[config.mk]
export PLATFORM = sky130hd
export DESIGN_NAME = if_stage
export DESIGN_NICKNAME = d
export VERILOG_FILES = /design/src/rtl/if_stage_pkg.sv /design/src/rtl/if_stage_pc_reg.sv /design/src/rtl/if_stage.sv
export SDC_FILE = /design/constraint.sdc
export NUM_CORES = 1
export LEC_CHECK = 0
export CORE_MARGIN = 8
export CORE_UTILIZATION = 40
export DETAILED_ROUTE_END_ITERATION = 8
export PLACE_DENSITY = 0.71
export SETUP_SLACK_MARGIN = 0.2
export SYNTH_ARGS = -nofsm -noshare
export SYNTH_HDL_FRONTEND = slang
export SYNTH_SLANG_ARGS = --single-unit
[constraint.sdc]
create_clock -name clk -period 7.7 [get_ports clk]
set_input_delay 1.54 -clock clk [delete_from_list [all_inputs] [get_ports clk]]
set_output_delay 1.54 -clock clk [all_outputs]
set_load 0.01 [all_outputs]
[src/rtl/if_stage_pkg.sv]
// Shared constants for the instruction-fetch stage.
package if_stage_pkg;

   localparam int INSTR_WIDTH = 32;
   localparam int PC_INC      = 4;

   localparam logic [31:0]            DEFAULT_RESET_PC  = 32'h0000_0000;
   localparam logic [INSTR_WIDTH-1:0] DEFAULT_NOP_INSTR = 32'h0000_0013;  // addi x0,x0,0

endpackage

[src/rtl/if_stage_pc_reg.sv]
// Program counter with next-PC priority: redirect > stall > sequential.
module if_stage_pc_reg
   import if_stage_pkg::*;
#(
   parameter int                    ADDR_WIDTH = 32,
   parameter logic [ADDR_WIDTH-1:0] RESET_PC   = '0
) (
   input  logic                  clk,
   input  logic                  rst,
   input  logic                  stall,
   input  logic                  redirect_valid,
   input  logic [ADDR_WIDTH-1:0] redirect_pc,
   output logic [ADDR_WIDTH-1:0] pc
);

   logic [ADDR_WIDTH-1:0] pc_next;

   // Next-PC select; redirect bit 0 is cleared to match JALR target rules,
   // and a taken redirect overrides a simultaneous stall.
   always_comb begin
      pc_next = pc + ADDR_WIDTH'(PC_INC);
      if (redirect_valid) begin
         pc_next = {redirect_pc[ADDR_WIDTH-1:1], 1'b0};
      end else if (stall) begin
         pc_next = pc;
      end
   end

   // PC register.
   always_ff @(posedge clk or posedge rst) begin
      if (rst) begin
         pc <= RESET_PC;
      end else begin
         pc <= pc_next;
      end
   end

endmodule

[src/rtl/if_stage.sv]
// Instruction-fetch stage: PC, instruction RAM address, IF/ID register and
// delivered-instruction counter.
module if_stage
   import if_stage_pkg::*;
#(
   parameter int                     ADDR_WIDTH = 32,
   parameter logic [ADDR_WIDTH-1:0]  RESET_PC   = ADDR_WIDTH'(DEFAULT_RESET_PC),
   parameter logic [INSTR_WIDTH-1:0] NOP_INSTR  = DEFAULT_NOP_INSTR
) (
   input  logic                   clk,
   input  logic                   rst,
   input  logic                   stall,
   input  logic                   flush,
   input  logic                   redirect_valid,
   input  logic [ADDR_WIDTH-1:0]  redirect_pc,
   output logic [ADDR_WIDTH-1:0]  imem_addr,
   input  logic [INSTR_WIDTH-1:0] imem_rdata,
   output logic                   id_valid,
   output logic [ADDR_WIDTH-1:0]  id_pc,
   output logic [ADDR_WIDTH-1:0]  id_pc_plus4,
   output logic [INSTR_WIDTH-1:0] id_instr,
   output logic                   id_misaligned,
   output logic [31:0]            fetch_count
);

   logic [ADDR_WIDTH-1:0] pc;
   logic [ADDR_WIDTH-1:0] pc_plus4;
   logic                  kill;

   if_stage_pc_reg #(
      .ADDR_WIDTH (ADDR_WIDTH),
      .RESET_PC   (RESET_PC)
   ) u_pc_reg (
      .clk            (clk),
      .rst            (rst),
      .stall          (stall),
      .redirect_valid (redirect_valid),
      .redirect_pc    (redirect_pc),
      .pc             (pc)
   );

   assign imem_addr = pc;
   assign pc_plus4  = pc + ADDR_WIDTH'(PC_INC);
   assign kill      = flush | redirect_valid;

   // IF/ID register: a kill inserts a bubble even while stalled; the PC fields
   // still track the killed fetch so the bubble can be traced in debug.
   always_ff @(posedge clk or posedge rst) begin
      if (rst) begin
         id_valid      <= 1'b0;
         id_pc         <= '0;
         id_pc_plus4   <= '0;
         id_instr      <= NOP_INSTR;
         id_misaligned <= 1'b0;
      end else if (kill) begin
         id_valid      <= 1'b0;
         id_pc         <= pc;
         id_pc_plus4   <= pc_plus4;
         id_instr      <= NOP_INSTR;
         id_misaligned <= 1'b0;
      end else if (!stall) begin
         id_valid      <= 1'b1;
         id_pc         <= pc;
         id_pc_plus4   <= pc_plus4;
         id_instr      <= imem_rdata;
         id_misaligned <= (pc[1:0] != 2'b00);
      end
   end

   // Count only real instructions entering IF/ID.
   always_ff @(posedge clk or posedge rst) begin
      if (rst) begin
         fetch_count <= '0;
      end else if (!kill && !stall) begin
         fetch_count <= fetch_count + 32'd1;
      end
   end

endmodule

* After elaboration in Yosys (flattened, before gate mapping)
Cells that the tools add are included.
Word-level totals: bits in registers 162, logic and storage cells 27
Operators by class: add/sub/neg operators 2, eq/ne operators 2, mux-type cells 11, bitwise operators 1, reduce and logical (&&, ||, !) cells 4
Operators with widths (number):
- 32-bit two-way mux | 7
- 32-bit by 1-bit adder with 32-bit output, second input constant | 1
- 32-bit by 3-bit adder with 32-bit output, second input constant | 1
- 1-bit two-way mux | 4
- 2-bit by 1-bit != test with 1-bit output, second input constant | 2
- 1-bit zero test | 2
- 2-bit nonzero test | 1
- 1-bit logical AND | 1
- 1-bit bitwise OR | 1

* Longest topological paths before layout
depth in word-level cells 3, mapped depth 7, depth with buffers taken out 6

* Hierarchy
Synthesis repeated with hierarchy kept, for this count alone.
Second synthesis, totals: cell total of the unflattened synthesis 723, area total of the unflattened synthesis 7312.0 µm²
By module, submodules not included:
- if_stage | times used 1, cells an instance 518, area each 5501.5 µm², sequential area each 3206.8 µm²
- if_stage_pc_reg | times used 1, cells an instance 205, area each 1810.5 µm², sequential area each 775.7 µm²

* Worst setup path after synthesis
OpenSTA, ideal clock, no wires.
kind input-to-reg, start point in stall, end point reg fetch_count[26], library setup time 0.079 ns, arrival 3.294 ns, data required time 7.621 ns, path slack 4.327 ns, stages on the path 6, cell sequence buf_6 or4b_4 or3_4 or4_4 nor3_2 xor2_1
Between the ends: cells in the longest elaborated chain, start to end 2
Ends and longest elaborated chain:
- start, declared | RTL line if_stage.sv:12 | input logic stall,
- 1-bit zero test | RTL line if_stage.sv:74 | end else if (!kill && !stall) begin
- 1-bit logical AND | RTL line if_stage.sv:74
- end signal, assigned | RTL line if_stage.sv:75 | fetch_count <= fetch_count + 32'd1;
- end, declared | RTL line if_stage.sv:23 | output logic [31:0] fetch_count
No other way between the ends. A chain may end at the register's enable or synchronous reset.

* Final worst setup path
start point in redirect_valid, end point reg id_pc[5]
Between the ends: cells in the longest elaborated chain, start to end 2, elaborated cells between the ends (all ways) 3, those cells by class eq/ne (1); mux (1); bitwise (1)
Ends and longest elaborated chain:
- start, declared | RTL line if_stage.sv:14 | input logic redirect_valid,
- 1-bit bitwise OR (*) | RTL line if_stage.sv:44 | assign kill = flush | redirect_valid;
- 2-bit by 1-bit != test with 1-bit output (no line) / 32-bit two-way mux (equally long branches)
- end signal, assigned | RTL line if_stage.sv:57 | id_pc <= pc;
- end signal, assigned | RTL line if_stage.sv:63 | id_pc <= pc;
- end, declared | RTL line if_stage.sv:19 | output logic [ADDR_WIDTH-1:0] id_pc,
Mark *: on every way between the ends. The rest lies on a longest branch, timed or not.

==> summary.txt <==
Final layout
  • Final nets: between 900 and 1000
  • Register area: between 0.003 and 0.004 mm^2
  • Non-Filler Instances: 1123
  • Area Growth Syn to Fin: 43.0%
  • Antenna cell count: 0
  • # fillers: 1524
  • Share of cells above drive strength 1: 0.0940
  • Area of the multi-input gates: 0.00300 mm^2

Global route
  • Largest net degree at the start of global routing: 85
  • Initial antenna violation count: 0
  • First-pass GRT wire length: 31.6 mm
  • GRT Util Overall: 0.181
  • Vias in the first global route: 5534
  • Remaining Overflow, GRT: 0

Synth
  • Share of synthesized registers carrying an async set or reset: 1.00
  • Syn_area_per_cell: 10.7 um^2
  • Gate Count Post-Synth: ~670
  • Most common cell in the synthesized netlist: dfrtp_1
  • Mapped Area: 0.00717 mm^2
  • Post-synth top cells: dfrtp_1 (155), nor2_1 (87), nand2_1 (64)
  • Post-synth EDFFs: 0
  • Sequential fraction of the synthesis area: 0.552
  • #FFs+latches synth: 158
  • Yosys cell types: 37
  • Ys flop type: dfrtp_1
  • Area contributors post-synth: dfrtp_1 (54%), xnor2_1 (6.7%), mux2_2 (5.3%)
  • Top-area cell type share of the netlist area: 0.541
  • Post-synthesis cell type with the largest combined area: dfrtp_1
  • Syn. warnings: 0

Timing
  • Fin Clk Skew: 0.00664 ns
  • Max Slew Vio Count: 0
  • Max Clk Rate: 0.266 GHz
  • Period utilization: 0.489
  • RSZ-0062 raised after global routing: false
  • Setup TNS: 0 ns
  • Max transition margin: 0.229
  • Finish-stage setup viols: 0
  • Final Hold Fails: 0
  • Final worst path period need: about 3.8 ns
  • Least-Margin Pin Slew: 1.15 ns

Floorplan
  • Row count: a little under 50
  • CORE AREA: 0.0178 mm^2
  • Ports: 231
  • Die area: 0.0225 mm^2
  • Chip Width: 150 um
  • Starting Density: 0.404
  • Die H: 150 um

Clocking
  • Clock-pin slew on the worst setup and hold paths: around 0.070 ns
  • Clk Latency, worst-skew pair: about 0.42 ns
  • Clock sinks: 158
  • CTS Root Cell: clkbuf_16
  • Clock buffer depth: 2
  • TritonCTS Buffers: 17
  • CTS tree: done
  • CTS Hold Bufs: 0
  • CTS resizes: 0
  • H-tree levels: 4
  • Post-CTS Repair Setup Buffers: 0

Power and ir drop
  • Flop pwr share: 0.418
  • Logic pwr share: 0.164
  • Internal power: 1750 uW
  • Static leakage: 0.00428 uW
  • Maximum VDD drop: 0.000149 V
  • P per Cell Area: ~230 mW/mm^2
  • Sw frac: 0.251
  • Net Sw Power: 588 uW
  • Clk network pwr share: 0.418

Critical path
  • CP Capture Point: id_pc[5]$_DFFE_PP0P_
  • Worst reg-to-reg path cell count: 6
  • Worst setup SP type: input port
  • CP Max Fanout: 65
  • Reg2reg end: u_pc_reg.pc[30]$_DFFE_PP0N_
  • Critical Setup Path Class: in2reg
  • R2R Path Start: u_pc_reg.pc[2]$_DFFE_PP0N_
  • CP Data Arrival Time: 4.06 ns
  • Worst endpoint required time: roughly 8.0 ns
  • Beginning of the critical path: redirect_valid
  • FF-to-FF setup slack: a little under 5 ns
  • Worst setup EP type: flip-flop

Routing
  • Via Count: between 5000 and 6000
  • Total iterations of the first detailed-routing run: 4
  • Routed len/inst: 18.0 um
  • Antenna-violating nets left: 0
  • Initial drt markers: 391
  • Final WL: 20.2 mm
  • DRC: 0
  • Vias per inst: 4.90

Place
  • GP Congestion: 0.800
  • Placed Instances: about 1100
  • Hpwl dp: roughly 15 mm
  • PortBufs: 226

Worst hold path
  • Worst hold path class: reg2reg

Flow run
  • Max-Cap Viols: 0

Status
  • Status: completed
final cells by class:
type                    instances  share of cell area
inverters                      10             0.00415
multi-input cells             464               0.292
repair buffers                230               0.223
clock buffers                  20              0.0445
clock inverters                12              0.0227
flip-flops and latches        158               0.386
well taps                     229              0.0279
worst max-delay path: stages:
cell and delay (ns):
buf_2 0.75, nor2_1 0.29, nand2_4 0.53, buf_4 0.52
mux2_2 0.39
registers in the layout, indices dropped and copies added (netlist names):
register	count
id_pc_plus4	30
id_misaligned	1
id_valid	1
id_instr	32
u_pc_reg.pc	31
id_pc	31
fetch_count	32
placed cells by master, fill, tap and decap left out, drive strengths merged, types with 3 or more instances in the layout:
cell type / netlist / final
xnor2: 55 / 55
a21oi: 30 / 30
and4: 5 / 5
nand4: 19 / 19
dfrtp: 155 / 155
nand3: 14 / 14
or2: 4 / 4
xor2: 33 / 33
nor4: 8 / 8
nor3: 18 / 18
clkbuf: 26 / 20
or4: 6 / 6
mux2i: 34 / 34
nor2: 87 / 87
dfstp: 3 / 3
buf: 17 / 6
conb: 1 / 3
clkdlybuf4s50: 0 / 224
mux2: 34 / 34
nand2: 64 / 64
o21ai: 30 / 30
clkinv: 0 / 3
bufinv: 0 / 6
or3: 3 / 3
inv: 10 / 11
nand4b: 5 / 5
and3: 3 / 3
per-stage QoR:
step	util	hold slack (ns)	cell area [um^2]	setup WS [ns]	total power, uW
5_1_grt	0.577	0.497	10300	3.69	2440
3_5_place_dp	0.538	0.481	9570	3.41	1380
6_report	0.577	0.480	10300	3.94	2340
4_1_cts	0.577	0.491	10300	3.89	2370
3_3_place_gp	0.538	0.459	9570	3.44	1370
2_1_floorplan	-	0.504	7180	1.90	1150
per-layer routing:
metal,vias up,GRT usage,share of wire
met3,27,0.0532,0.066
met1,2654,0.235,0.45
met5,-,0,0
met4,0,0.0750,0.025
li1,2682,-,-
met2,145,0.279,0.46
power by group through the flow:
stage	Sequential, uW	Clock [uW]	Combinational (uW)
floorplan	1000	0	147
global placement	990	0	385
detailed placement	992	0	389
CTS	977	999	391
global route	989	1030	416
finish	977	979	384
worst min-delay path by stage:
stage,startpoint,endpoint,cells after the start
finish,fetch_count[31]$_DFFE_PP0P_,fetch_count[31]$_DFFE_PP0P_,1
global route,fetch_count[31]$_DFFE_PP0P_,fetch_count[31]$_DFFE_PP0P_,1
global placement,fetch_count[31]$_DFFE_PP0P_,fetch_count[31]$_DFFE_PP0P_,1
floorplan,fetch_count[31]$_DFFE_PP0P_,fetch_count[31]$_DFFE_PP0P_,1
CTS,fetch_count[28]$_DFFE_PP0P_,fetch_count[28]$_DFFE_PP0P_,1
detailed placement,fetch_count[10]$_DFFE_PP0P_,fetch_count[10]$_DFFE_PP0P_,1
kinds of logic (layout without fill, tap and decap cells):
group                    Yosys count  after routing  share of synthesized area
XOR/XNOR                          88             88                      0.107
multiplexers                      68             68                      0.101
flip-flops                       158            158                      0.552
AND/OR/NAND/NOR                  243            243                      0.162
adder cells (fa/ha/maj)            2              2                    0.00349
AO/OA/AOI/OAI                     60             60                     0.0419
other                              1              3                   0.000523
buffers and inverters             53            272                     0.0326
Power figures use the tool's default switching activity.
